`src/rtl/alu_rr_arbiter.sv`:
```
// Two-requester round-robin front end for a shared 32-bit ALU.
// Each transaction runs IDLE -> EXEC -> RESP; operands are captured when the grant is issued.
module alu_rr_arbiter #(
    parameter bit FIRST_PRIO = 1'b0
) (
    input  logic        clk,
    input  logic        reset,
    input  logic        req0,
    input  logic [3:0]  op0,
    input  logic [31:0] a0,
    input  logic [31:0] b0,
    input  logic        req1,
    input  logic [3:0]  op1,
    input  logic [31:0] a1,
    input  logic [31:0] b1,
    output logic [1:0]  gnt,
    output logic        done0,
    output logic        done1,
    output logic [31:0] result,
    output logic        zero,
    output logic        illegal,
    output logic        busy
);

    typedef enum logic [1:0] {
        IDLE = 2'd0,
        EXEC = 2'd1,
        RESP = 2'd2
    } state_t;

    state_t      state_q, state_d;
    logic        owner_q;
    logic        last_served_q;
    logic [3:0]  op_q;
    logic [31:0] a_q, b_q;
    logic [31:0] result_q;
    logic        zero_q, illegal_q;

    logic        any_req;
    logic        winner;
    logic [31:0] alu_res;
    logic        alu_ill;

    // Handshake: a requester holds req with stable operands until its done
    // pulse; it must drop req during the done (RESP) cycle or it re-requests.
    always_comb begin
        any_req = req0 | req1;
        winner  = 1'b0;
        if (req0 && req1) begin
            winner = ~last_served_q;
        end else if (req1) begin
            winner = 1'b1;
        end
    end

    always_comb begin
        state_d = state_q;
        case (state_q)
            IDLE:    if (any_req) state_d = EXEC;
            EXEC:    state_d = RESP;
            RESP:    state_d = IDLE;
            default: state_d = IDLE;
        endcase
    end

    always_comb begin
        alu_res = 32'd0;
        alu_ill = 1'b0;
        case (op_q)
            4'd0:    alu_res = a_q + b_q;
            4'd1:    alu_res = a_q - b_q;
            4'd2:    alu_res = a_q | b_q;
            4'd3:    alu_res = a_q & b_q;
            4'd4:    alu_res = {b_q[15:0], 16'h0000};
            default: alu_ill = 1'b1;
        endcase
    end

    always_ff @(posedge clk) begin
        if (reset) begin
            state_q       <= IDLE;
            owner_q       <= 1'b0;
            last_served_q <= ~FIRST_PRIO;
            op_q          <= 4'd0;
            a_q           <= 32'd0;
            b_q           <= 32'd0;
            result_q      <= 32'd0;
            zero_q        <= 1'b1;
            illegal_q     <= 1'b0;
        end else begin
            state_q <= state_d;
            if (state_q == IDLE && any_req) begin
                owner_q       <= winner;
                last_served_q <= winner;
                op_q          <= winner ? op1 : op0;
                a_q           <= winner ? a1 : a0;
                b_q           <= winner ? b1 : b0;
            end
            if (state_q == EXEC) begin
                result_q  <= alu_res;
                zero_q    <= (alu_res == 32'd0);
                illegal_q <= alu_ill;
            end
        end
    end

    // Grant spans EXEC and RESP; done marks the RESP cycle for the owner only.
    always_comb begin
        busy    = (state_q != IDLE);
        gnt     = busy ? (owner_q ? 2'b10 : 2'b01) : 2'b00;
        done0   = (state_q == RESP) && !owner_q;
        done1   = (state_q == RESP) && owner_q;
        result  = result_q;
        zero    = zero_q;
        illegal = illegal_q;
    end

endmodule

```
`config.mk`:
```
export PLATFORM = sky130hd
export DESIGN_NAME = alu_rr_arbiter
export DESIGN_NICKNAME = d
export VERILOG_FILES = /design/src/rtl/alu_rr_arbiter.sv
export SDC_FILE = /design/constraint.sdc
export NUM_CORES = 1
export LEC_CHECK = 0
export CAP_MARGIN = 20
export CORE_ASPECT_RATIO = 0.9
export CORE_MARGIN = 2
export CORE_UTILIZATION = 30
export DETAILED_ROUTE_END_ITERATION = 16
export PLACE_DENSITY = 0.54
export SYNTH_ARGS = -nofsm -noshare
export SYNTH_HDL_FRONTEND = slang
export SYNTH_SLANG_ARGS = --single-unit
```
`constraint.sdc`:
```
create_clock -name clk -period 13.05 [get_ports clk]
set_clock_uncertainty 0.1 [all_clocks]
set_input_delay 2.61 -clock clk [delete_from_list [all_inputs] [get_ports clk]]
set_output_delay 2.61 -clock clk [all_outputs]
set_load 0.05 [all_outputs]
```
==> flow_summary.ini <==
[route]
drcViolationCount = 0
dr.pass1.iters = 5
avgViaCountPerCell = 5.23
drt-total-wl_um = 23900
avgRoutedWirePerCell_um = 17.2
ant_nets = 0
drt_iter0_drc = 740
vias = 7251

[floorplanning]
io_pins = 179
start_util_pct = 30.4
row_count = 55
die-area_um2 = 26600
dieWidth_um = 172
die_height_um = 155
fp.coreArea_um2 = 25000

[grt]
antenna_found_initial = 0
grt_max_degree = 109
grt_overflow = 0
grt_pass1_wl_um = 37400
grt_pass1_vias = 6611
grt_usage_pct = 18.0

[timing]
worstMarginPinSlew_ps = 1010
tns_ps = 0
setup_viol = 0
max_freq_ghz = 0.185
drv_slew = 0
slew_headroom_pct = 32.3
fin_crit_ps = 5400
rsz0062_at_grt = no
fin_crit_sh_pct = 41.4
finalHoldViolCount = 0

[final_layout]
fillers = 2589
drive_gt1_share_pct = 4.88
area_growth_syn_to_layout_pct = 30.5
diodes = 0
nets = 1215

[placed_design]
dp_hpwl_um = 18900
place.gp.congestion = 0.958
io_buffers = 178

[run_status]
outcome = completed

[setup_path]
cpLargestDelayFamily = compound AO/OA/AOI/OAI gates
arrival_ps = 5550
max_stage_delay_ps = 830
crit_fanout = 13
crit_path_top_delay_cell = nor2_1
crit_chain = or3_1 > nor2_1 > a21oi_1 > xnor2_1 > ha_1 > o211ai_1 > a21oi_1 > o21ai_1 > o41ai_1 > o221ai_1 > xnor2_1 > a222oi_1 > and4_1 > nand4_1 > o41ai_2
path_buf_inv = 0
regToRegStartpoint = op_q[3]
startpoint = op_q[3]
crit_type = flip-flop to flip-flop
cp.required_ps = 13200
worst_setup_path_end_kind = flip-flop
crit_path_start_kind = flip-flop

[yosys]
synthesis.area_um2 = 7590
avgSynthCellArea_um2 = 8.27
muxShareOfSynthArea_pct = 9.24
synthTopCellsByArea = dfxtp_1 28%, mux2i_1 9.2%, a211oi_1 9.1%
ys_ff_latch = 106
async_flop_share_pct = 0
synth_ff_type = dfxtp_1
synth_cell_types = 71
ys_top_cells_by_count = 130 x nor2_1, 106 x dfxtp_1, 92 x a211oi_1, 70 x mux2i_1
synth_fa_ha_area_share_pct = 9.83
syn-num-nets = 1092
synth.most_common_cell = nor2_1
synth_warnings = 0
synth_compound_area_share_pct = 26.2
synth-simple-area-share_pct = 15.7
synth_edf_count = 0
synth_top_area_share_pct = 28.0
seq_area_frac_synth_pct = 28.0
synth_area_leader_cell = dfxtp_1
synth_top_family_by_area = compound AO/OA/AOI/OAI gates
syn_inst = 917
synth_xor_area_share_pct = 6.23

[min_path]
min_path_type = flip-flop to flip-flop
hp-start = result[8]

[clock_tree]
cts_max_level = 3
cts.sinks = 106
cts_tree = yes
post_cts_buffers = 0
cts_inserted_buffers = 9
clkTransAtPathRegs_ps = 70
cts_root_buf = clkbuf_16
cts_buffer_depth = 2
ctsResizeCount = 0
clkLatencyLatePin_ps = 350
cts_hold_buffers = 0

[power]
leakagePower_nw = 3.78
power_density_nw_per_um2 = 132
irDropWorstVdd_mv = 0.0639
finalPower_mw = 1.31

[run]
drv_cap = 0
worst paths after layout:
check | to | slack [ps] | cells after the start
setup / recovery | zero | 7650 | 15
setup reg to reg | zero | 7650 | 15
hold / removal | result[8] | 360 | 2
hold reg to reg | result[8] | 360 | 2
worst reg2reg max path, cell delays in order, from the launching register on:
cell	delay [ps]
dfxtp_1	390
or3_1	600
nor2_1	830
a21oi_1	120
xnor2_1	180
ha_1	400
o211ai_1	130
a21oi_1	230
o21ai_1	200
o41ai_1	530
o221ai_1	300
xnor2_1	180
a222oi_1	420
and4_1	270
nand4_1	110
o41ai_2	320
cell families after synthesis:
kind of cell | after synthesis
compound gates | 275
simple gates | 256
flops | 106
buf+inv | 91
mux | 70
fa+ha+maj | 65
xor+xnor | 54
cells in the final DEF (no fill, tap or decap), types with 26 or more instances in the layout:
cell | synthesis | routed
ha_1 | 34 | 34
a21oi_1 | 49 | 49
nand2_1 | 44 | 44
mux2i_1 | 70 | 70
maj3_1 | 30 | 30
nor2_1 | 130 | 129
clkdlybuf4s50_1 | 0 | 177
o21ai_0 | 26 | 26
xnor2_1 | 26 | 26
xor2_1 | 28 | 28
a211oi_1 | 92 | 92
dfxtp_1 | 106 | 106
metal layers:
layer	global-route usage (%)	vias up	part of all wire, %	wire [um]
met4	4.60	0	1.3	322
li1	-	3666	-	-
met2	24.3	263	39	9310
met5	0	-	0	0
met3	3.00	18	6.9	1640
met1	28.7	3304	53	12600
flip-flops by register name, summed over array words and instances, names as in the netlist:
name / cells
a_q: 32
b_q: 32
illegal: 1
op_q: 4
result: 32
state_q: 2
zero: 1
owner_q: 1
last_served_q: 1
layout make-up:
class | instances | area [um2] | share of cell area (%)
Clock inverter | 6 | 50.0 | 0.505
Clock buffer | 10 | 239 | 2.41
Sequential cell | 106 | 2120 | 21.4
Tap cell | 342 | 428 | 4.32
Timing Repair Buffer | 185 | 1840 | 18.6
Inverter | 18 | 67.6 | 0.682
Multi-Input combinational cell | 720 | 5150 | 52.0
report_power, final:
group / switching, mW / internal (mW) / total [mW]
combinational: 0.373 / 0.260 / 0.633
clock: 0.127 / 0.137 / 0.264
sequential: 0.0501 / 0.361 / 0.411
total: 0.550 / 0.758 / 1.31
metrics by stage:
stage | cell area, um2 | hold WS [ps] | worst slack [ps] | util, % | std cells
2_1_floorplan | 7590 | 333 | 8640 | - | 917
3_3_place_gp | 9590 | 344 | 7490 | 38.4 | 1370
3_5_place_dp | 9590 | 348 | 7510 | 38.4 | 1370
4_1_cts | 9880 | 358 | 7730 | 39.6 | 1386
5_1_grt | 9900 | 379 | 7260 | 39.6 | 1387
6_report | 9900 | 357 | 7650 | 39.6 | 1387
Note: power is estimated with default switching activity, not from simulation.
